### config.mk
export PLATFORM = sky130hd
export DESIGN_NAME = hazard_stall_unit_flat
export DESIGN_NICKNAME = d
export VERILOG_FILES = /design/src/rtl/hazard_stall_unit_pkg.sv /design/src/rtl/hazard_stall_unit_if.sv /design/src/rtl/hazard_stall_unit_md_busy_counter.sv /design/src/rtl/hazard_stall_unit.sv /design/src/flat_wrapper.sv
export SDC_FILE = /design/constraint.sdc
export NUM_CORES = 1
export LEC_CHECK = 0
export ABC_AREA = 1
export ABC_CLOCK_PERIOD_IN_PS = 3600
export BUFFER_PORTS_ARGS = -buffer_cell sky130_fd_sc_hd__buf_2
export CORE_ASPECT_RATIO = 0.8
export CORE_MARGIN = 5
export CORE_UTILIZATION = 39
export CTS_CLUSTER_DIAMETER = 150
export DETAILED_ROUTE_END_ITERATION = 8
export GPL_TIMING_DRIVEN = 0
export SETUP_SLACK_MARGIN = 0.5
export SLEW_MARGIN = 20
export SYNTH_ARGS = -nofsm -noshare
export SYNTH_HDL_FRONTEND = slang
export SYNTH_SLANG_ARGS = --single-unit
### constraint.sdc
create_clock -name clk -period 3.6 [get_ports clk]
set_input_delay 0.18 -clock clk [delete_from_list [all_inputs] [get_ports clk]]
set_output_delay 0.18 -clock clk [all_outputs]
set_load 0.05 [all_outputs]
### src/rtl/hazard_stall_unit_pkg.sv
// Shared pipeline-control types and constants for the hazard/stall unit.
package hazard_stall_unit_pkg;

    localparam int unsigned REG_W  = 5;
    localparam int unsigned PERF_W = 16;

    localparam logic [REG_W-1:0]  REG_ZERO = 5'd0;
    localparam logic [PERF_W-1:0] PERF_MAX = {PERF_W{1'b1}};

    typedef enum logic [1:0] {
        HZ_NONE  = 2'd0,
        HZ_LOAD  = 2'd1,
        HZ_MD    = 2'd2,
        HZ_FLUSH = 2'd3
    } hz_cause_e;

    typedef enum logic [0:0] {
        ST_RUN     = 1'b0,
        ST_MD_WAIT = 1'b1
    } md_state_e;

endpackage

### src/rtl/hazard_stall_unit_if.sv
// ID/EX hazard inputs and pipeline-control outputs of the stall/flush controller.
interface hazard_stall_unit_if;
    import hazard_stall_unit_pkg::*;

    logic [REG_W-1:0]  id_rs;
    logic [REG_W-1:0]  id_rt;
    logic              id_uses_rs;
    logic              id_uses_rt;
    logic              id_reads_hilo;
    logic              id_md_start;
    logic              id_ex_mem_read;
    logic [REG_W-1:0]  id_ex_rt;
    logic              ex_branch_taken;
    logic              pc_write;
    logic              if_id_write;
    logic              if_id_flush;
    logic              id_ex_bubble;
    logic              md_busy;
    logic [PERF_W-1:0] stall_cnt;

    modport master (
        output id_rs, id_rt, id_uses_rs, id_uses_rt, id_reads_hilo, id_md_start,
               id_ex_mem_read, id_ex_rt, ex_branch_taken,
        input  pc_write, if_id_write, if_id_flush, id_ex_bubble, md_busy, stall_cnt
    );

    modport slave (
        input  id_rs, id_rt, id_uses_rs, id_uses_rt, id_reads_hilo, id_md_start,
               id_ex_mem_read, id_ex_rt, ex_branch_taken,
        output pc_write, if_id_write, if_id_flush, id_ex_bubble, md_busy, stall_cnt
    );

endinterface

### src/rtl/hazard_stall_unit_md_busy_counter.sv
// Mult/div busy counter: load, decrement, and flag the final busy cycle (count == 1).
module md_busy_counter #(
    parameter int unsigned CNT_W = 6
) (
    input  logic             clk,
    input  logic             rst_n,
    input  logic             load,
    input  logic [CNT_W-1:0] load_val,
    input  logic             dec,
    output logic             last_c
);

    logic [CNT_W-1:0] cnt_q;
    logic [CNT_W-1:0] cnt_d;

    always_comb begin
        cnt_d = cnt_q;
        if (load) begin
            cnt_d = load_val;
        end else if (dec && cnt_q != '0) begin
            cnt_d = cnt_q - CNT_W'(1);
        end
    end

    always_ff @(posedge clk or negedge rst_n) begin
        if (!rst_n) begin
            cnt_q <= '0;
        end else begin
            cnt_q <= cnt_d;
        end
    end

    assign last_c = (cnt_q == CNT_W'(1));

endmodule

### src/rtl/hazard_stall_unit.sv
// Stall/flush controller: load-use and mult/div interlocks plus branch flush for the 5-stage pipe.
module hazard_stall_unit
    import hazard_stall_unit_pkg::*;
#(
    parameter int unsigned MD_CYCLES = 32,
    parameter int unsigned CNT_W     = 6
) (
    input  logic                 clk,
    input  logic                 rst_n,
    hazard_stall_unit_if.slave   hz
);

    md_state_e         state_q, state_d;
    logic              md_busy_q, md_busy_d;
    logic [PERF_W-1:0] stall_cnt_q, stall_cnt_d;

    logic      load_use_c;
    logic      md_hazard_c;
    logic      stall_c;
    logic      md_load_c;
    logic      md_dec_c;
    logic      md_last_c;
    hz_cause_e cause_c;

    // Busy period lasts MD_CYCLES-1 cycles so MFHI/MFLO issued MD_CYCLES after the start proceeds.
    md_busy_counter #(
        .CNT_W (CNT_W)
    ) u_md_cnt (
        .clk      (clk),
        .rst_n    (rst_n),
        .load     (md_load_c),
        .load_val (CNT_W'(MD_CYCLES - 1)),
        .dec      (md_dec_c),
        .last_c   (md_last_c)
    );

    always_comb begin
        load_use_c  = hz.id_ex_mem_read && (hz.id_ex_rt != REG_ZERO) &&
                      ((hz.id_uses_rs && (hz.id_rs == hz.id_ex_rt)) ||
                       (hz.id_uses_rt && (hz.id_rt == hz.id_ex_rt)));
        md_hazard_c = md_busy_q && (hz.id_reads_hilo || hz.id_md_start);
        stall_c     = (load_use_c || md_hazard_c) && !hz.ex_branch_taken;

        if (hz.ex_branch_taken) begin
            cause_c = HZ_FLUSH;
        end else if (load_use_c) begin
            cause_c = HZ_LOAD;
        end else if (md_hazard_c) begin
            cause_c = HZ_MD;
        end else begin
            cause_c = HZ_NONE;
        end

        hz.pc_write     = 1'b1;
        hz.if_id_write  = 1'b1;
        hz.if_id_flush  = 1'b0;
        hz.id_ex_bubble = 1'b0;
        case (cause_c)
            HZ_FLUSH: begin
                hz.if_id_flush  = 1'b1;
                hz.id_ex_bubble = 1'b1;
            end
            HZ_LOAD, HZ_MD: begin
                hz.pc_write     = 1'b0;
                hz.if_id_write  = 1'b0;
                hz.id_ex_bubble = 1'b1;
            end
            default: ;
        endcase
    end

    // Mult/div tracking; an in-flight operation is never cancelled by a branch.
    always_comb begin
        state_d   = state_q;
        md_load_c = 1'b0;
        md_dec_c  = 1'b0;
        case (state_q)
            ST_RUN: begin
                if (hz.id_md_start && !stall_c && !hz.ex_branch_taken) begin
                    md_load_c = 1'b1;
                    state_d   = ST_MD_WAIT;
                end
            end
            ST_MD_WAIT: begin
                md_dec_c = 1'b1;
                if (md_last_c) begin
                    state_d = ST_RUN;
                end
            end
            default: state_d = ST_RUN;
        endcase
        md_busy_d = (state_d == ST_MD_WAIT);

        stall_cnt_d = stall_cnt_q;
        if (stall_c && (stall_cnt_q != PERF_MAX)) begin
            stall_cnt_d = stall_cnt_q + PERF_W'(1);
        end
    end

    always_ff @(posedge clk or negedge rst_n) begin
        if (!rst_n) begin
            state_q     <= ST_RUN;
            md_busy_q   <= 1'b0;
            stall_cnt_q <= '0;
        end else begin
            state_q     <= state_d;
            md_busy_q   <= md_busy_d;
            stall_cnt_q <= stall_cnt_d;
        end
    end

    assign hz.md_busy   = md_busy_q;
    assign hz.stall_cnt = stall_cnt_q;

endmodule

### src/flat_wrapper.sv
// flat-port wrapper written by rule: the top's interface ports become plain ports
module hazard_stall_unit_flat import hazard_stall_unit_pkg::*;
#(
    parameter int unsigned MD_CYCLES = 32,
    parameter int unsigned CNT_W     = 6
)
  (clk, rst_n, hz_id_rs, hz_id_rt, hz_id_uses_rs, hz_id_uses_rt, hz_id_reads_hilo, hz_id_md_start, hz_id_ex_mem_read, hz_id_ex_rt, hz_ex_branch_taken, hz_pc_write, hz_if_id_write, hz_if_id_flush, hz_id_ex_bubble, hz_md_busy, hz_stall_cnt);
  hazard_stall_unit_if hz_i ();
  input  logic clk;
  input  logic rst_n;
  input wire logic [$bits(hz_i.id_rs)-1:0] hz_id_rs;
  input wire logic [$bits(hz_i.id_rt)-1:0] hz_id_rt;
  input wire logic [$bits(hz_i.id_uses_rs)-1:0] hz_id_uses_rs;
  input wire logic [$bits(hz_i.id_uses_rt)-1:0] hz_id_uses_rt;
  input wire logic [$bits(hz_i.id_reads_hilo)-1:0] hz_id_reads_hilo;
  input wire logic [$bits(hz_i.id_md_start)-1:0] hz_id_md_start;
  input wire logic [$bits(hz_i.id_ex_mem_read)-1:0] hz_id_ex_mem_read;
  input wire logic [$bits(hz_i.id_ex_rt)-1:0] hz_id_ex_rt;
  input wire logic [$bits(hz_i.ex_branch_taken)-1:0] hz_ex_branch_taken;
  output wire logic [$bits(hz_i.pc_write)-1:0] hz_pc_write;
  output wire logic [$bits(hz_i.if_id_write)-1:0] hz_if_id_write;
  output wire logic [$bits(hz_i.if_id_flush)-1:0] hz_if_id_flush;
  output wire logic [$bits(hz_i.id_ex_bubble)-1:0] hz_id_ex_bubble;
  output wire logic [$bits(hz_i.md_busy)-1:0] hz_md_busy;
  output wire logic [$bits(hz_i.stall_cnt)-1:0] hz_stall_cnt;
  assign hz_i.id_rs = hz_id_rs;
  assign hz_i.id_rt = hz_id_rt;
  assign hz_i.id_uses_rs = hz_id_uses_rs;
  assign hz_i.id_uses_rt = hz_id_uses_rt;
  assign hz_i.id_reads_hilo = hz_id_reads_hilo;
  assign hz_i.id_md_start = hz_id_md_start;
  assign hz_i.id_ex_mem_read = hz_id_ex_mem_read;
  assign hz_i.id_ex_rt = hz_id_ex_rt;
  assign hz_i.ex_branch_taken = hz_ex_branch_taken;
  assign hz_pc_write = hz_i.pc_write;
  assign hz_if_id_write = hz_i.if_id_write;
  assign hz_if_id_flush = hz_i.if_id_flush;
  assign hz_id_ex_bubble = hz_i.id_ex_bubble;
  assign hz_md_busy = hz_i.md_busy;
  assign hz_stall_cnt = hz_i.stall_cnt;
  hazard_stall_unit #(.MD_CYCLES(MD_CYCLES), .CNT_W(CNT_W)) u_core (.clk(clk), .rst_n(rst_n), .hz(hz_i));
endmodule
==> results by group <==
Status
  • Run status: finished clean

Synthesis
  • Dominant cell by count in the synthesized netlist: sky130_fd_sc_hd__nand2_1
  • Commonest cells post-synth: 95 x sky130_fd_sc_hd__nand2_1, 36 x sky130_fd_sc_hd__inv_1, 23 x sky130_fd_sc_hd__dfrtp_1, 23 x sky130_fd_sc_hd__nor2_1, 19 x sky130_fd_sc_hd__nand4_1
  • Net Count, Synth: 282
  • Cell Area, Synth: 0.00171 mm^2
  • Top post-synthesis cells by area: sky130_fd_sc_hd__dfrtp_1 34%, sky130_fd_sc_hd__nand2_1 21%, sky130_fd_sc_hd__inv_1 7.9%, sky130_fd_sc_hd__nand4_1 7.0%, sky130_fd_sc_hd__xor2_1 5.1%
  • Count of flip-flops with a built-in enable after synthesis: 0
  • Yosys top cell area share: 0.337
  • Syn Area/Cell: 6.73 um^2
  • Post-synth top flop: sky130_fd_sc_hd__dfrtp_1
  • Fraction of registers with async set or reset after synthesis: 1.00
  • Register bit total from synthesis: 23
  • Post-synthesis cell type with the largest combined area: sky130_fd_sc_hd__dfrtp_1
  • Netlist cell types: 24
  • Total number of yosys warnings: 0
  • Cells after synthesis: 254
  • Sequential element share of the synthesized area: 0.337

Critical path
  • Buffer and inverter count on the worst path: 8
  • Data required time of the critical path: 3.42 ns
  • Kind of cell adding the most delay to the critical path: buffers and inverters
  • Kind of capture point of the worst setup path: primary output
  • Largest stage delay on the critical path: 0.41 ns
  • Most numerous cell on the critical path: sky130_fd_sc_hd__inv_1
  • Cell at the slowest stage of the critical path: sky130_fd_sc_hd__buf_1
  • Data arrival time of the critical path: 2.06 ns
  • Maximum net fanout on the critical path: 10
  • Startpoint type of the worst setup path: input pin
  • Critical-path cell list: buf_2 > inv_1 > buf_1 > buf_1 > nand2_1 > inv_1 > ha_1 > inv_1 > buf_4 > buf_2
  • Path type of the worst setup path: in -> out

Clock tree
  • Post_cts resized: 0
  • Number of clock sinks: 23
  • Later-pin clock latency in the skew report: 0.27 ns
  • Root buffer cell: sky130_fd_sc_hd__clkbuf_8
  • Hold-fix buffer count after cts: 1
  • Buffers inserted during post-CTS setup optimization: 0
  • Maximum number of buffers from clock root to sink: 2
  • Clock tree from TritonCTS: built
  • Clock buffers created by TritonCTS: 3
  • Clock slew at reported path FFs: 0.09 ns
  • Max H-tree Level: 1

Detailed routing
  • Final wirelength: 4.10 mm
  • DR DRC count: 0
  • Routed wire length per instance: 11.4 um
  • Initial DRC count: 82
  • Drt via density: 4.75
  • Number of iterations in the first detailed-routing pass: 4
  • Via total after detailed routing: 1,706
  • Remaining antenna violation count: 0

Cells and area
  • Total Nets Final: 331
  • Fraction of layout cells with a size suffix above 1: 0.205
  • Antenna Cells: 0
  • Synth-to-Final Area Change: 20.1%
  • Post-route standard cell area excluding fillers: 0.00205 mm^2

STA
  • Clock Skews: 0.00406 ns
  • Max_slew headroom: 0.639
  • Endpoints failing hold: 0
  • Final critical-path required period: 2.24 ns
  • # setup viols final: 0
  • Total Negative Setup Slacks: 0 ns
  • Number of pins exceeding their max-slew limit in the final report: 0
  • Final Cycle Share: 0.623
  • RSZ-0062 raised after global routing: no
  • Slew at the pin with the worst max-slew slack: 0.542 ns
  • PnR worst setup slack: 1.36 ns
  • Worst Hold Slack: 0.330 ns
  • Achievable clock frequency: 446 MHz

Placement
  • HPWL after detailed placement: 3.20 mm
  • IO buf count: 43
  • Placed Instance Area: 0.00200 mm^2
  • Final weighted congestion of routability-driven global placement: 0.803
  • Worst Setup Slack post-DPL: 1.36 ns

Flow run
  • # Max-Cap Violations: 0

Global routing
  • Overall global routing resource usage: 0.144
  • First-pass GRT wire length: 7.03 mm
  • Number of global-route vias before repair: 1,523
  • Met2 usage in global routing: 0.212
  • Most utilized layer in the global route result: met1
  • M3 GR Usage: 0.0344
  • Sum of overflow across all layers after global routing: 0
  • Met1 capacity usage during global routing: 0.220
  • Maximum number of pins on one net before global-route repair: 24
  • Antenna violations before repair: 0

Pwr
  • Reg power frac: 0.361
  • Power per cell area: 514 mW/mm^2
  • Logic pwr share: 0.477
  • Switching power: 506 uW
  • Int Pwr: 549 uW
  • Switching fraction of total power: 0.480
  • Reported leakage power: 1.22 nW
  • Highest ir drop seen on vdd: 0.000303 V
  • Clock power frac: 0.163

Die
  • Width of the die: 84.0 um
  • Top-Level Pins: 44
  • Core Region: 0.00420 mm^2
  • Total number of placement rows: 21
  • Area enclosed by the die boundary: 0.00581 mm^2
  • Die Height: 69.2 um
  • Initial Utilization: 0.407

Min path
  • Class of the worst hold path: in -> reg
-- layout make-up --
class	count	area, um^2
buffer	6	36.3
timing repair buffer	44	225
clock inverter	1	5.00
multi-input combinational	186	951
clock buffer	3	41.3
inverter	39	146
fill	460	2150
tap	57	71.3
sequential	23	576
-- stage by stage --
stage	total power, mW	cells	util
3_3_place_gp	0.884	354	0.475
5_1_grt	1.15	359	0.488
4_1_cts	1.07	359	0.488
2_1_floorplan	0.768	254	-
3_5_place_dp	0.893	354	0.475
6_report	1.06	359	0.488
-- layout by cell type (no fill, tap or decap), drive strengths merged --
| cell type | instances |
|---|---|
| o21ai | 4 |
| nor3b | 2 |
| nand2 | 99 |
| nand4 | 19 |
| dfrtp | 23 |
| clkbuf | 3 |
| inv | 39 |
| nor3 | 2 |
| nand3 | 17 |
| xnor2 | 3 |
| buf | 49 |
| dlygate4sd3 | 1 |
| ha | 5 |
| nand3b | 1 |
| xor2 | 10 |
| clkinv | 1 |
| nor2 | 24 |
-- worst paths after layout --
path / startpoint / cells after the start / slack [ns] / end
worst max-delay path: hz_ex_branch_taken / 10 / 1.36 / hz_pc_write
worst min-delay path: hz_ex_branch_taken / 5 / 0.33 / u_core.hz.stall_cnt[11]
worst max register to register: u_core.hz.stall_cnt[0] / 9 / 1.62 / u_core.hz.stall_cnt[14]
worst min register to register: u_core.u_md_cnt.cnt_q[3] / 2 / 0.52 / u_core.u_md_cnt.cnt_q[3]
max in group asynchronous: rst_n / 2 / 2.82 / u_core.u_md_cnt.cnt_q[2]
min in group asynchronous: rst_n / 2 / 0.42 / u_core.hz.stall_cnt[9]
-- kinds of logic (layout without fill, tap and decap cells) --
family / count (synthesis) / in the layout / synth area share
xor gates and xnor gates: 13 / 13 / 0.0666
buffers and inverters: 45 / 93 / 0.107
and+or+nand+nor: 164 / 164 / 0.441
AOI/OAI and AO/OA: 4 / 4 / 0.0117
adders and majority gates: 5 / 5 / 0.0366
DFF: 23 / 23 / 0.337
-- sequential cells by signal, summed over array words and instances, names as in the netlist --
register and flops:
u_core.hz.stall_cnt 16, u_core.u_md_cnt.cnt_q 6, u_core.state_q 1
-- tightest hold or removal path, stage by stage --
cell	delay (ns)
sky130_fd_sc_hd__buf_2	0.07
sky130_fd_sc_hd__inv_1	0.08
sky130_fd_sc_hd__nand3_4	0.13
sky130_fd_sc_hd__nand2_1	0.06
sky130_fd_sc_hd__nand2_1	0.05
-- power by group through the flow --
stage | Clock, mW | Sequential [mW] | Combinational [mW]
global route | 0.187 | 0.394 | 0.565
finish | 0.172 | 0.381 | 0.503
global placement | 0 | 0.384 | 0.500
CTS | 0.177 | 0.380 | 0.509
detailed placement | 0 | 0.385 | 0.508
floorplan | 0 | 0.479 | 0.289
-- per-layer routing --
metal,wire length (um),vias up,share of wire
li1,-,890,-
met1,2160,776,0.53
met2,1710,38,0.42
met3,211,2,0.051
met4,15,0,0.0037
met5,0,-,0
(Power assumes the default switching activity.)
